<file path="config.mk">
export PLATFORM = sky130hd
export DESIGN_NAME = ranges_seq
export DESIGN_NICKNAME = d
export VERILOG_FILES = /design/src/rtl/ranges_seq.sv
export SDC_FILE = /design/constraint.sdc
export NUM_CORES = 1
export LEC_CHECK = 0
export ABC_AREA = 0
export CELL_PAD_IN_SITES_DETAIL_PLACEMENT = 1
export CELL_PAD_IN_SITES_GLOBAL_PLACEMENT = 1
export CORE_ASPECT_RATIO = 1.2
export CORE_UTILIZATION = 51
export CTS_CLUSTER_DIAMETER = 120
export DETAILED_ROUTE_END_ITERATION = 10
export GPL_TIMING_DRIVEN = 0
export HOLD_SLACK_MARGIN = 0.06
export PLACE_DENSITY = 0.8
export SLEW_MARGIN = 25
export SYNTH_ARGS = -nofsm -noshare
export SYNTH_HDL_FRONTEND = slang
export SYNTH_SLANG_ARGS = --single-unit
export TNS_END_PERCENT = 5
</file>
<file path="constraint.sdc">
create_clock -name clk -period 11 [get_ports clk]
set_input_delay 2.2 -clock clk [delete_from_list [all_inputs] [get_ports clk]]
set_output_delay 2.2 -clock clk [all_outputs]
set_load 0.02 [all_outputs]
</file>
<file path="src/rtl/ranges_seq.sv">
// ranges_seq: sequential range computation from a point P to two anchors K and L.
// Each range is floor(sqrt(dx^2 + dy^2)), computed with a restoring square root
// that retires two radicand bits per cycle for both anchors in parallel.
// Ranges that do not fit in N bits saturate to 2^N-1 and raise the ovf flag.
module ranges_seq #(
  parameter int N = 8
) (
  input  logic                clk,
  input  logic                rst_n,
  input  logic                start,
  input  logic signed [N+1:0] xP,
  input  logic signed [N+1:0] yP,
  input  logic signed [N-1:0] xK,
  input  logic signed [N-1:0] yK,
  input  logic signed [N-1:0] xL,
  input  logic signed [N-1:0] yL,
  output logic signed [N:0]   rK,
  output logic signed [N:0]   rL,
  output logic                rK_ovf,
  output logic                rL_ovf,
  output logic                busy,
  output logic                valid
);

  // Difference width, radicand width (sum of squares padded to an even
  // number of bits), remainder width, root width, and step-counter width.
  localparam int DW    = N + 3;
  localparam int RADW  = 2 * DW;
  localparam int RMW   = N + 6;
  localparam int ROOTW = N + 3;
  localparam int CW    = $clog2(N + 3);

  typedef enum logic [1:0] {
    IDLE = 2'd0,
    SQ   = 2'd1,
    RT   = 2'd2,
    DONE = 2'd3
  } state_t;

  state_t state_q, state_d;

  logic signed [N+1:0] xP_q, yP_q;
  logic signed [N-1:0] xK_q, yK_q, xL_q, yL_q;

  logic [RADW-1:0]  radK_q, radK_d, radL_q, radL_d;
  logic [RMW-1:0]   remK_q, remK_d, remL_q, remL_d;
  logic [ROOTW-1:0] rootK_q, rootK_d, rootL_q, rootL_d;
  logic [CW-1:0]    cnt_q, cnt_d;

  logic [N:0] rK_q, rL_q;
  logic       rK_ovf_q, rL_ovf_q, valid_q;
  logic [N+1:0] satK, satL;

  // Sum of squared differences; the differences are sign-extended to N+3 bits
  // so the widest point/anchor spread cannot wrap. The result is always below
  // 2^(2N+5), so the top bit of the returned value is zero.
  function automatic logic [RADW-1:0] sum_sq(input logic signed [N+1:0] px,
                                             input logic signed [N+1:0] py,
                                             input logic signed [N-1:0] ax,
                                             input logic signed [N-1:0] ay);
    logic signed [DW-1:0]   dx, dy;
    logic signed [RADW-1:0] ex, ey;
    dx = DW'(px) - DW'(ax);
    dy = DW'(py) - DW'(ay);
    ex = RADW'(dx);
    ey = RADW'(dy);
    return RADW'(ex * ex + ey * ey);
  endfunction

  // One restoring square-root step: bring down the next radicand bit pair and
  // try to subtract 4*root+1. The remainder never exceeds 2*root, so the
  // trial value always fits in RMW bits.
  function automatic logic [RMW+ROOTW-1:0] sqrt_step(input logic [RMW-1:0]   rem,
                                                     input logic [ROOTW-1:0] root,
                                                     input logic [1:0]       pair);
    logic [RMW+1:0] trial, test;
    trial = {rem, pair};
    test  = (RMW+2)'({root, 2'b01});
    if (trial >= test) begin
      sqrt_step = {RMW'(trial - test), root[ROOTW-2:0], 1'b1};
    end else begin
      sqrt_step = {RMW'(trial), root[ROOTW-2:0], 1'b0};
    end
  endfunction

  // Clamp the root to N bits; returns {ovf, range}.
  function automatic logic [N+1:0] sat_root(input logic [ROOTW-1:0] root);
    if (root[ROOTW-1:N] != '0) begin
      sat_root = {1'b1, 1'b0, {N{1'b1}}};
    end else begin
      sat_root = {1'b0, root[N:0]};
    end
  endfunction

  // State register.
  always_ff @(posedge clk or negedge rst_n) begin
    if (!rst_n) state_q <= IDLE;
    else        state_q <= state_d;
  end

  // Next-state logic: start is only looked at in IDLE.
  always_comb begin
    state_d = state_q;
    case (state_q)
      IDLE:    if (start) state_d = SQ;
      SQ:      state_d = RT;
      RT:      if (cnt_q == '0) state_d = DONE;
      DONE:    state_d = IDLE;
      default: state_d = IDLE;
    endcase
  end

  // FSM outputs.
  always_comb begin
    busy = (state_q == SQ) || (state_q == RT);
  end

  // Capture the operands on the accepting edge so later input changes cannot
  // disturb the computation in flight.
  always_ff @(posedge clk) begin
    if (state_q == IDLE && start) begin
      xP_q <= xP;
      yP_q <= yP;
      xK_q <= xK;
      yK_q <= yK;
      xL_q <= xL;
      yL_q <= yL;
    end
  end

  // Square-root datapath next state: load radicands in SQ, iterate in RT.
  always_comb begin
    radK_d  = radK_q;
    radL_d  = radL_q;
    remK_d  = remK_q;
    remL_d  = remL_q;
    rootK_d = rootK_q;
    rootL_d = rootL_q;
    cnt_d   = cnt_q;
    case (state_q)
      SQ: begin
        radK_d  = sum_sq(xP_q, yP_q, xK_q, yK_q);
        radL_d  = sum_sq(xP_q, yP_q, xL_q, yL_q);
        remK_d  = '0;
        remL_d  = '0;
        rootK_d = '0;
        rootL_d = '0;
        cnt_d   = CW'(N + 2);
      end
      RT: begin
        {remK_d, rootK_d} = sqrt_step(remK_q, rootK_q, radK_q[RADW-1 -: 2]);
        {remL_d, rootL_d} = sqrt_step(remL_q, rootL_q, radL_q[RADW-1 -: 2]);
        radK_d = radK_q << 2;
        radL_d = radL_q << 2;
        cnt_d  = cnt_q - CW'(1);
      end
      default: ;
    endcase
  end

  // Square-root datapath registers.
  always_ff @(posedge clk or negedge rst_n) begin
    if (!rst_n) begin
      radK_q  <= '0;
      radL_q  <= '0;
      remK_q  <= '0;
      remL_q  <= '0;
      rootK_q <= '0;
      rootL_q <= '0;
      cnt_q   <= '0;
    end else begin
      radK_q  <= radK_d;
      radL_q  <= radL_d;
      remK_q  <= remK_d;
      remL_q  <= remL_d;
      rootK_q <= rootK_d;
      rootL_q <= rootL_d;
      cnt_q   <= cnt_d;
    end
  end

  assign satK = sat_root(rootK_q);
  assign satL = sat_root(rootL_q);

  // Result registers: loaded when leaving DONE and held until the next DONE.
  always_ff @(posedge clk or negedge rst_n) begin
    if (!rst_n) begin
      rK_q     <= '0;
      rL_q     <= '0;
      rK_ovf_q <= 1'b0;
      rL_ovf_q <= 1'b0;
      valid_q  <= 1'b0;
    end else begin
      valid_q <= (state_q == DONE);
      if (state_q == DONE) begin
        {rK_ovf_q, rK_q} <= satK;
        {rL_ovf_q, rL_q} <= satL;
      end
    end
  end

  assign rK     = rK_q;
  assign rL     = rL_q;
  assign rK_ovf = rK_ovf_q;
  assign rL_ovf = rL_ovf_q;
  assign valid  = valid_q;

endmodule

</file>
==> results by group <==
Status
  • Status: finished, final reports clean

Worst hold path
  • Worst min path class: reg -> reg
  • Number of cells on the worst hold path: 1
  • Hold path endpoint: rL_ovf
  • Hold Path Origin: rL_ovf

CTS
  • Hold_buf cts: 0
  • H-tree depth: 4
  • Setup bufs post-CTS: 0
  • Root buffer cell: clkbuf_16
  • CTS Sinks: 173
  • Reg clk slew, reported paths: 0.09 ns
  • Num CTS Buffers: 17
  • CTS resizes: 0
  • TritonCTS clock tree: built
  • Worst skew pair latency: 0.47 ns
  • Clock Tree Buf Depth: 2

Synthesis
  • Register bit count reported by yosys: 173
  • Cell Area, Synth: 26080 um^2
  • Main synth FF type: dfrtp_1
  • Synth area leaders: fa_1, dfrtp_1, ha_1
  • Largest family of logic cells by synthesized area: adder cells
  • Proportion of synthesized area in mux cells: 1.137%
  • Post-synth ARST share: 69.94%
  • Cell taking the most area after synthesis: fa_1
  • Syn Nets: 3479
  • Compound-gate portion of the synthesized area: 8.621%
  • Cells after Synth: 2714
  • Yosys top cell area share: 36.08%
  • Unique cell type count in the Yosys netlist: 76
  • Area share of xor/xnor cells in the synthesized design: 4.025%
  • Adder-Cell Fraction of Synth Area: 47.59%
  • Seq/Total Area, Yosys: 17.60%
  • Number of synthesized flops with an enable pin: 52
  • Yosys warning count: 0
  • Avg Synthesized Cell Area: 9.610 um^2
  • Synth Area in Simple Gates: 10.16%

Setup path
  • Crit path max-delay family: adder cells
  • CP Capture Type: flop
  • Worst reg2reg endpoint: radL_q[21]
  • Crit Reg-Reg Startpoint: xP_q[0]
  • Startpoint class of the critical path: flop
  • FF-to-FF path depth: 31
  • Worst setup path category: reg -> reg
  • Crit-path most repeated cell: fa_1
  • Crit path buf inv count: 7
  • Required time worst endpoint: 11.32 ns
  • Worst R2R Setup Slack: 1.88 ns
  • Crit path max fanout: 7
  • CP arrival: 9.43 ns
  • Slowest cell on crit path: xor2_1
  • CP max stage delay: 0.63 ns

Drt
  • DRT antenna net count: 0
  • Routed vias: 19070
  • 1st-pass router iterations: 5
  • Drc violations: 0
  • DRT iter0 DRCs: 930
  • Wire length per cell: 20.66 um
  • Vias per cell: 5.499
  • Total Wirelength: 71630 um

GRT
  • Initial antenna violation count: 1
  • Total track usage: 29.11%
  • Number of global-route vias before repair: 22590
  • Largest net degree at the start of global routing: 80
  • First-pass GRT wire length: 116500 um
  • GRT overflow: 0

Timing
  • Slew Viols, Final: 0
  • Final Hold Viols: 0
  • Final period utilization: 82.88%
  • Relative slew margins: 24.62%
  • RSZ-0062 raised after global routing: false
  • Final WS setup: 1.883 ns
  • Min Tclk post-route: 9.117 ns
  • Setup violations, final: 0
  • Sum Neg Setup Slack: 0 ns
  • Worst-Margin Slew: 1.127 ns
  • Max Freq: 109.7 MHz
  • Clock Skew: 0.01706 ns

Place
  • Port bufs: 76
  • Post-Place Setup Slack: 1.958 ns
  • Post-DP HPWL: 60600 um
  • Routability cong.: 0.8730
  • DP Area: 27740 um^2

Floorplan
  • Initial core utilization: 51.81%
  • Die height: 249.7 um
  • Std-Cell Rows: 90
  • Core Area: 50340 um^2
  • IO Pins: 77
  • Die width: 208.4 um
  • Die ar.: 52050 um^2

Layout
  • Layout area overhead: 8.745%
  • Commonest cells after routing, fill and taps aside: inv_1, fa_1, ha_1
  • Commonest non-fill, non-tap cell in the layout: inv_1
  • Post-route design area: 28360 um^2
  • Fin nets: 3576
  • N_diodes: 0
  • Layout cell share with drive strength beyond 1: 3.541%

Flow run
  • Max-cap violations: 0
[synthesized netlist by cell type, types with 6 or more instances]
cell type / count
xor2_1: 41
a21o_1: 22
nand4_1: 6
a21oi_1: 101
a31o_2: 7
nor2b_1: 28
a21boi_0: 6
nor3_1: 19
a31oi_1: 15
nor4_1: 6
inv_2: 7
clkbuf_1: 36
o22a_1: 16
o21ai_0: 75
edfxtp_1: 52
nand2_1: 171
o2bb2ai_1: 13
mux2i_1: 24
o21bai_1: 11
inv_1: 680
nor2_1: 227
buf_2: 8
o31ai_1: 10
o21ai_1: 7
or3_1: 7
or2_2: 12
fa_1: 470
o21a_1: 18
o211ai_1: 6
dfrtp_1: 121
a211oi_1: 8
nand3_1: 42
ha_1: 240
nand2b_1: 27
xnor2_1: 77
and2_1: 7
and3_1: 9
[per-layer routing]
| metal | vias up | global-route usage, % | routed length (um) |
|---|---|---|---|
| li1 | 8574 | - | - |
| met1 | 9869 | 32.39 | 27080 |
| met2 | 441 | 53.87 | 38320 |
| met3 | 185 | 4.341 | 2747 |
| met4 | 0 | 14.24 | 3491 |
| met5 | - | 0 | 0 |
[stage by stage]
stage          instances  hold slack [ns]  util [%]
2_1_floorplan       2714           0.4484         -
3_3_place_gp        3434           0.4602     54.93
3_5_place_dp        3436           0.4676     55.12
4_1_cts             3468           0.4849     56.33
5_1_grt             3468           0.5124     56.35
6_report            3468           0.4785     56.35
[flip-flops by register name (all words and copies together) (netlist names), 2 cells and up]
name / flops
xK_q: 8
state_q: 2
remK_q: 14
radK_q: 22
rootL_q: 11
yP_q: 10
xP_q: 10
xL_q: 8
cnt_q: 4
radL_q: 22
yK_q: 8
rootK_q: 11
rL: 9
remL_q: 14
yL_q: 8
rK: 9
[how the worst max path moves through the flow]
stage	startpoint	end	slack [ns]	cells past startpoint
CTS	yP_q[0]	radL_q[21]	1.92	33
detailed placement	yP_q[0]	radL_q[21]	1.96	33
global placement	yP_q[0]	radL_q[21]	2.06	33
finish	xP_q[0]	radL_q[21]	1.88	31
floorplan	yP_q[0]	radL_q[21]	3.00	33
global route	xP_q[0]	radL_q[21]	1.39	31
[cells by family after synthesis]
| group | after synthesis |
|---|---|
| XOR/XNOR | 119 |
| flip-flops | 173 |
| AO/OA/AOI/OAI | 351 |
| AND/OR/NAND/NOR | 586 |
| adder cells (fa/ha/maj) | 710 |
| buffers and inverters | 746 |
| multiplexers | 29 |
[layout make-up]
class | count | area [um^2]
Tap cell | 644 | 805.8
Clock inverter | 15 | 186.4
Clock buffer | 17 | 425.4
Buffer | 53 | 231.5
Sequential cell | 173 | 4589
Timing Repair Buffer | 78 | 820.8
Inverter | 693 | 2604
Fill cell | 5674 | 21970
Multi-Input combinational cell | 1795 | 18700
[worst reg2reg max path: cells and delay by family, from the launching register on]
family	cells	cell delay (ns)
compound gates	11	2.15
fa+ha+maj	10	4.47
buf+inv	7	0.76
flops	1	0.38
xor+xnor	2	0.96
simple gates	1	0.27
Power is not shown: default switching activity piles up to over one toggle a cycle in this logic, so the estimate is an artifact.
==> RTL edit 1, RTL diff (config.mk and constraints unchanged) <==
Reset style: synchronous (`rst_n`), changed in 3 clocked blocks.
--- a/src/rtl/ranges_seq.sv
+++ b/src/rtl/ranges_seq.sv
@@ -95,3 +95,3 @@
   // State register.
-  always_ff @(posedge clk or negedge rst_n) begin
+  always_ff @(posedge clk) begin
     if (!rst_n) state_q <= IDLE;
@@ -161,3 +161,3 @@
   // Square-root datapath registers.
-  always_ff @(posedge clk or negedge rst_n) begin
+  always_ff @(posedge clk) begin
     if (!rst_n) begin
@@ -185,3 +185,3 @@
   // Result registers: loaded when leaving DONE and held until the next DONE.
-  always_ff @(posedge clk or negedge rst_n) begin
+  always_ff @(posedge clk) begin
     if (!rst_n) begin
Check against the original RTL: differs if rst_n is asserted again (counterexample within 4 cycles, from zero or initial values and one cycle with rst_n low); with rst_n held inactive, the same outputs for 10 cycles.
==> RTL edit 1 against the unedited design <==
Synthesized area is 0.66% lower. Synthesized cell count up 2.1%. Sequential cell count unchanged. Highest routed layer unchanged. Routed wire length grew 2.2%. Utilization decreased by 0.26 points. Setup slack got worse by 0.80 ns. Final area is 0.69% lower.
Power is not shown: default switching activity piles up to over one toggle a cycle in this logic, so the estimate is an artifact.
==> RTL edit 1: results (changes against the unedited design) <==
stage,metric,value,unit,change
global_routing,grt_pass1_vias,23000,,+1.8%
yosys,ys.warnings.count,0,,unchanged
placed_design,port-buffer-count,76,,unchanged
routing,wirelength,73200,µm,+2.2%
placed_design,gp_congestion,0.927,,+6.2%
global_routing,grt_max_degree,53,,-34%
placed_design,post-place-ws,1.35,ns,-0.610 ns
finish,fillers,5768,,+1.7%
yosys,synthDistinctLibCells,83,,+9.2%
yosys,synth_compound_area_share,10.0,%,+1.4 points
cts,clock_latency,0.49,ns,+0.02 ns
critical_path,max_stage_delay,0.88,ns,+0.25 ns
routing,drt_iter0_markers,884,,-4.9%
timing,finalWorstSetupSlack,1.08,ns,-0.802 ns
placed_design,dpl_cell_area,0.0275,mm²,-0.77%
global_routing,grt_antenna_before_repair,0,,-1
yosys,syn_nets,3537,,+1.7%
critical_path,arrival,10.27,ns,+0.84 ns
finish,drive_gt1_share,3.23,%,-0.31 points
routing,wl_per_cell,20.8,µm,+0.57%
placed_design,dp.final_hpwl,63100,µm,+4.1%
yosys,synth_area_leaders,"fa_1 (36%), ha_1 (12%), inv_1 (9.8%)",,
timing,skew,0.0189,ns,+0.00181 ns
cts,cts_made_buffers,17,,unchanged
timing,worstMarginPinSlew,1.11,ns,-0.0208 ns
routing,first_pass_iters,5,,unchanged
global_routing,grt_use_total,30.1,%,+0.95 points
worst_hold_path,hold_class,reg -> reg,,
cts,clock_path_buffers,2,,unchanged
finish,nets,3633,,+1.6%
yosys,synthMuxAreaShare,1.25,%,+0.11 points
cts,root_buffer,clkbuf_16,,
global_routing,grt_pass1_wl,120000,µm,+3.3%
yosys,synth_edf_count,52,,unchanged
yosys,synthFlopType,dfxtp_1,,
finish,largestRegisters,"radK_q x22, radL_q x22",,
yosys,async_flop_share,0,%,-70 points
cts,post_cts_buffers,0,,unchanged
cts,ctsResizeCount,0,,unchanged
yosys,synth_xor_area_share,3.72,%,-0.31 points
yosys,yosys-top-cells-count,"inv_1 (677), fa_1 (470), ha_1 (240), nand2_1 (210), nor2_1 (204)",,
cts,cts_max_level,4,,unchanged
routing,vias,19600,,+2.7%
timing,whs,0.466,ns,-0.0127 ns
critical_path,crit_path_top_delay_cell,xor2_1,,
status,status,completed,,
finish,num_antenna_cells,0,,unchanged
yosys,syn_area_per_cell,9.35,µm²,-2.7%
yosys,yosysSeqAreaShare,15.4,%,-2.2 points
yosys,synthAdderAreaFrac,47.9,%,+0.32 points
critical_path,critPathMaxFanout,8,,+1
cts,cts.reportedPaths.clkPinSlew,0.08,ns,
[RTL edit 1: worst paths after layout]
check / start / end / depth (start not counted)
setup / recovery: yP_q[0] / radL_q[21] / 31
setup reg to reg: yP_q[0] / radL_q[21] / 31
hold / removal: radL_q[15] / radL_q[17] / 2
hold reg to reg: radL_q[15] / radL_q[17] / 2
[RTL edit 1: area by class of cell]
class | count | area (µm²) | area share (%)
Timing Repair Buffer | 77 | 788 | 2.80
Clock buffer | 17 | 425 | 1.51
Buffer | 58 | 254 | 0.902
Inverter | 690 | 2600 | 9.22
Tap cell | 644 | 806 | 2.86
Sequential cell | 173 | 3980 | 14.1
Multi-Input combinational cell | 1851 | 19100 | 67.9
Clock inverter | 15 | 198 | 0.702
[RTL edit 1: critical path: cells and delay by family, from the launching register on]
family / cells / cell delay, ns
simple gates: 6 / 1.13
xor+xnor: 2 / 1.16
compound gates: 7 / 1.94
fa+ha+maj: 10 / 4.31
flops: 1 / 0.38
buf+inv: 6 / 0.84
[RTL edit 1: cell families after synthesis]
group / count (synthesis)
AND/OR/NAND/NOR: 608
buffers and inverters: 748
multiplexers: 32
flip-flops: 173
AO/OA/AOI/OAI: 391
adder cells (fa/ha/maj): 710
XOR/XNOR: 110
[RTL edit 1: per-layer routing]
metal	track usage, %	wire (µm)	up-vias
li1	-	-	8834
met1	34.3	28500	10100
met2	55.0	38300	502
met3	3.93	2680	193
met4	15.2	3680	0
met5	0	0	-
==> RTL edit 2, RTL diff (same settings) <==
Without the edit above. The parameter `N` goes from 8 to 4.
--- a/src/rtl/ranges_seq.sv
+++ b/src/rtl/ranges_seq.sv
@@ -5,3 +5,3 @@
 module ranges_seq #(
-  parameter int N = 8
+  parameter int N = 4
 ) (
Ports: changed (8 resized); port bits go from 77 to 45. The function was not compared with the original's and may differ.
==> RTL edit 2 against the unedited design <==
Setup slack gained 1.2 ns. Final cell count is 53% lower. Final area fell by 52%. Routed wire length decreased by 56%. Synthesized area down 52%. Critical endpoint is now radL_q[11]. Sequential cell count is 65 lower.
Power is not shown: default switching activity piles up to over one toggle a cycle in this logic, so the estimate is an artifact.
==> RTL edit 2: results (changes against the unedited design) <==
stage,metric,value,unit,change
status,status,completed,,
yosys,yosys-top-cells-count,"inv_1 (277), fa_1 (162), ha_1 (138), nor2_1 (88), dfrtp_1 (80)",,
cts,cts_max_level,3,,-1
finish,nets,1652,,-54%
cts,ctsResizeCount,0,,unchanged
critical_path,crit_path_end_kind,register,,
critical_path,reg2regPathDepth,29,,-6.5%
critical_path,r2r-start,yP_q[0],,
global_routing,grt_pass1_wl,52700,µm,-55%
critical_path,arrival,8.18,ns,-1.25 ns
critical_path,max_stage_delay,0.59,ns,-0.04 ns
global_routing,grt_antenna_before_repair,0,,-1
timing,skew,0.00875,ns,-0.00831 ns
global_routing,grt_pass1_vias,10600,,-53%
cts,clock_path_buffers,2,,unchanged
routing,first_pass_iters,4,,-1
yosys,yosysSeqAreaShare,22.7,%,+5.1 points
finish,largestRegisters,"radK_q x14, radL_q x14",,
critical_path,ff2ff_setup_slack,3.07,ns,+1.19 ns
placed_design,gp_congestion,0.837,,-4.1%
routing,final_antenna_net_count,0,,unchanged
yosys,synth_area_leaders,"fa_1 (26%), dfrtp_1 (16%), ha_1 (14%)",,
finish,drive_gt1_share,4.08,%,+0.53 points
yosys,async_flop_share,74.1,%,+4.1 points
cts,root_buffer,clkbuf_16,,
critical_path,critPathMaxFanout,10,,+3
yosys,syn_nets,1596,,-54%
yosys,synth_edf_count,28,,-46%
yosys,synthFlopType,dfrtp_1,,
global_routing,grt_use_total,26.6,%,-2.5 points
cts,post_cts_buffers,0,,unchanged
global_routing,grt_overflow,0,,unchanged
finish,num_antenna_cells,0,,unchanged
routing,wl_per_cell,19.0,µm,-8.1%
placed_design,port-buffer-count,44,,-42%
critical_path,r2r-end,radL_q[11],,
yosys,synthDistinctLibCells,60,,-21%
yosys,ys.warnings.count,0,,unchanged
critical_path,crit_path_top_delay_cell,fa_1,,
worst_hold_path,hold_class,reg -> reg,,
routing,vias,8998,,-53%
run,maxCapViolations,0,,unchanged
placed_design,dpl_cell_area,0.0134,mm²,-52%
routing,drt_iter0_markers,230,,-75%
timing,slew-limit-headroom,28.9,%,+4.3 points
placed_design,dp.final_hpwl,26000,µm,-57%
critical_path,path_class,reg -> reg,,
cts,clock_latency,0.36,ns,-0.11 ns
cts,cts.reportedPaths.clkPinSlew,0.08,ns,
global_routing,grt_max_degree,51,,-36%
cts,cts_made_buffers,9,,-8
RTL edit 2: cell count changes after synthesis, moves of 18 or more:
cell / unedited run / this run
o21ai_0: 75 / 34
a21oi_1: 101 / 39
inv_1: 680 / 277
ha_1: 240 / 138
dfrtp_1: 121 / 80
xnor2_1: 77 / 55
nand2_1: 171 / 72
edfxtp_1: 52 / 28
nand3_1: 42 / 17
fa_1: 470 / 162
xor2_1: 41 / 15
nand2b_1: 27 / 9
nor2_1: 227 / 88
RTL edit 2: through the flow:
stage	utilization (%)	worst slack [ns]	instances
2_1_floorplan	-	4.00	1265
3_3_place_gp	55.7	3.36	1629
3_5_place_dp	55.7	3.02	1630
4_1_cts	57.0	2.98	1645
5_1_grt	57.0	2.64	1645
6_report	57.0	3.07	1645
RTL edit 2: cell type report:
cell class	instances	area, µm²
inverter	280	1050
timing repair buffer	45	458
clock inverter	5	48.8
clock buffer	10	250
tap	320	400
multi-input combinational	848	8490
fill	2691	10300
sequential	108	2840
buffer	29	120
RTL edit 2: cells by family after synthesis:
| kind of cell | Yosys count | synth area share [%] |
|---|---|---|
| buf+inv | 309 | 9.39 |
| mux | 28 | 2.30 |
| simple gates | 240 | 8.64 |
| xor+xnor | 75 | 5.84 |
| fa+ha+maj | 300 | 39.8 |
| compound gates | 205 | 11.3 |
| flops | 108 | 22.7 |
RTL edit 2: critical path: cells and delay by family, from the launching register on:
family                   cells  cell delay (ns)
flip-flops                   1             0.40
adder cells (fa/ha/maj)      9             4.00
AND/OR/NAND/NOR              4             0.97
XOR/XNOR                     1             0.19
AO/OA/AOI/OAI                4             0.77
multiplexers                 2             0.65
buffers and inverters        9             0.84
RTL edit 2: how the worst min path moves through the flow:
stage / startpoint / endpoint / slack (ns) / cells after the start
2_1_floorplan: remK_q[8] / remK_q[8] / 0.44 / 2
3_3_place_gp: remK_q[8] / remK_q[8] / 0.46 / 2
3_5_place_dp: remK_q[8] / remK_q[8] / 0.47 / 2
4_1_cts: remK_q[9] / remK_q[9] / 0.50 / 2
5_1_grt: remK_q[9] / remK_q[9] / 0.51 / 2
6_report: rL_ovf / rL_ovf / 0.49 / 1
RTL edit 2: metal layers:
layer,up-vias,GRT usage (%),routed length [µm]
li1,4156,-,-
met1,4644,29.1,12300
met2,139,51.4,17400
met3,59,3.63,700
met4,0,10.0,867
met5,-,0,0
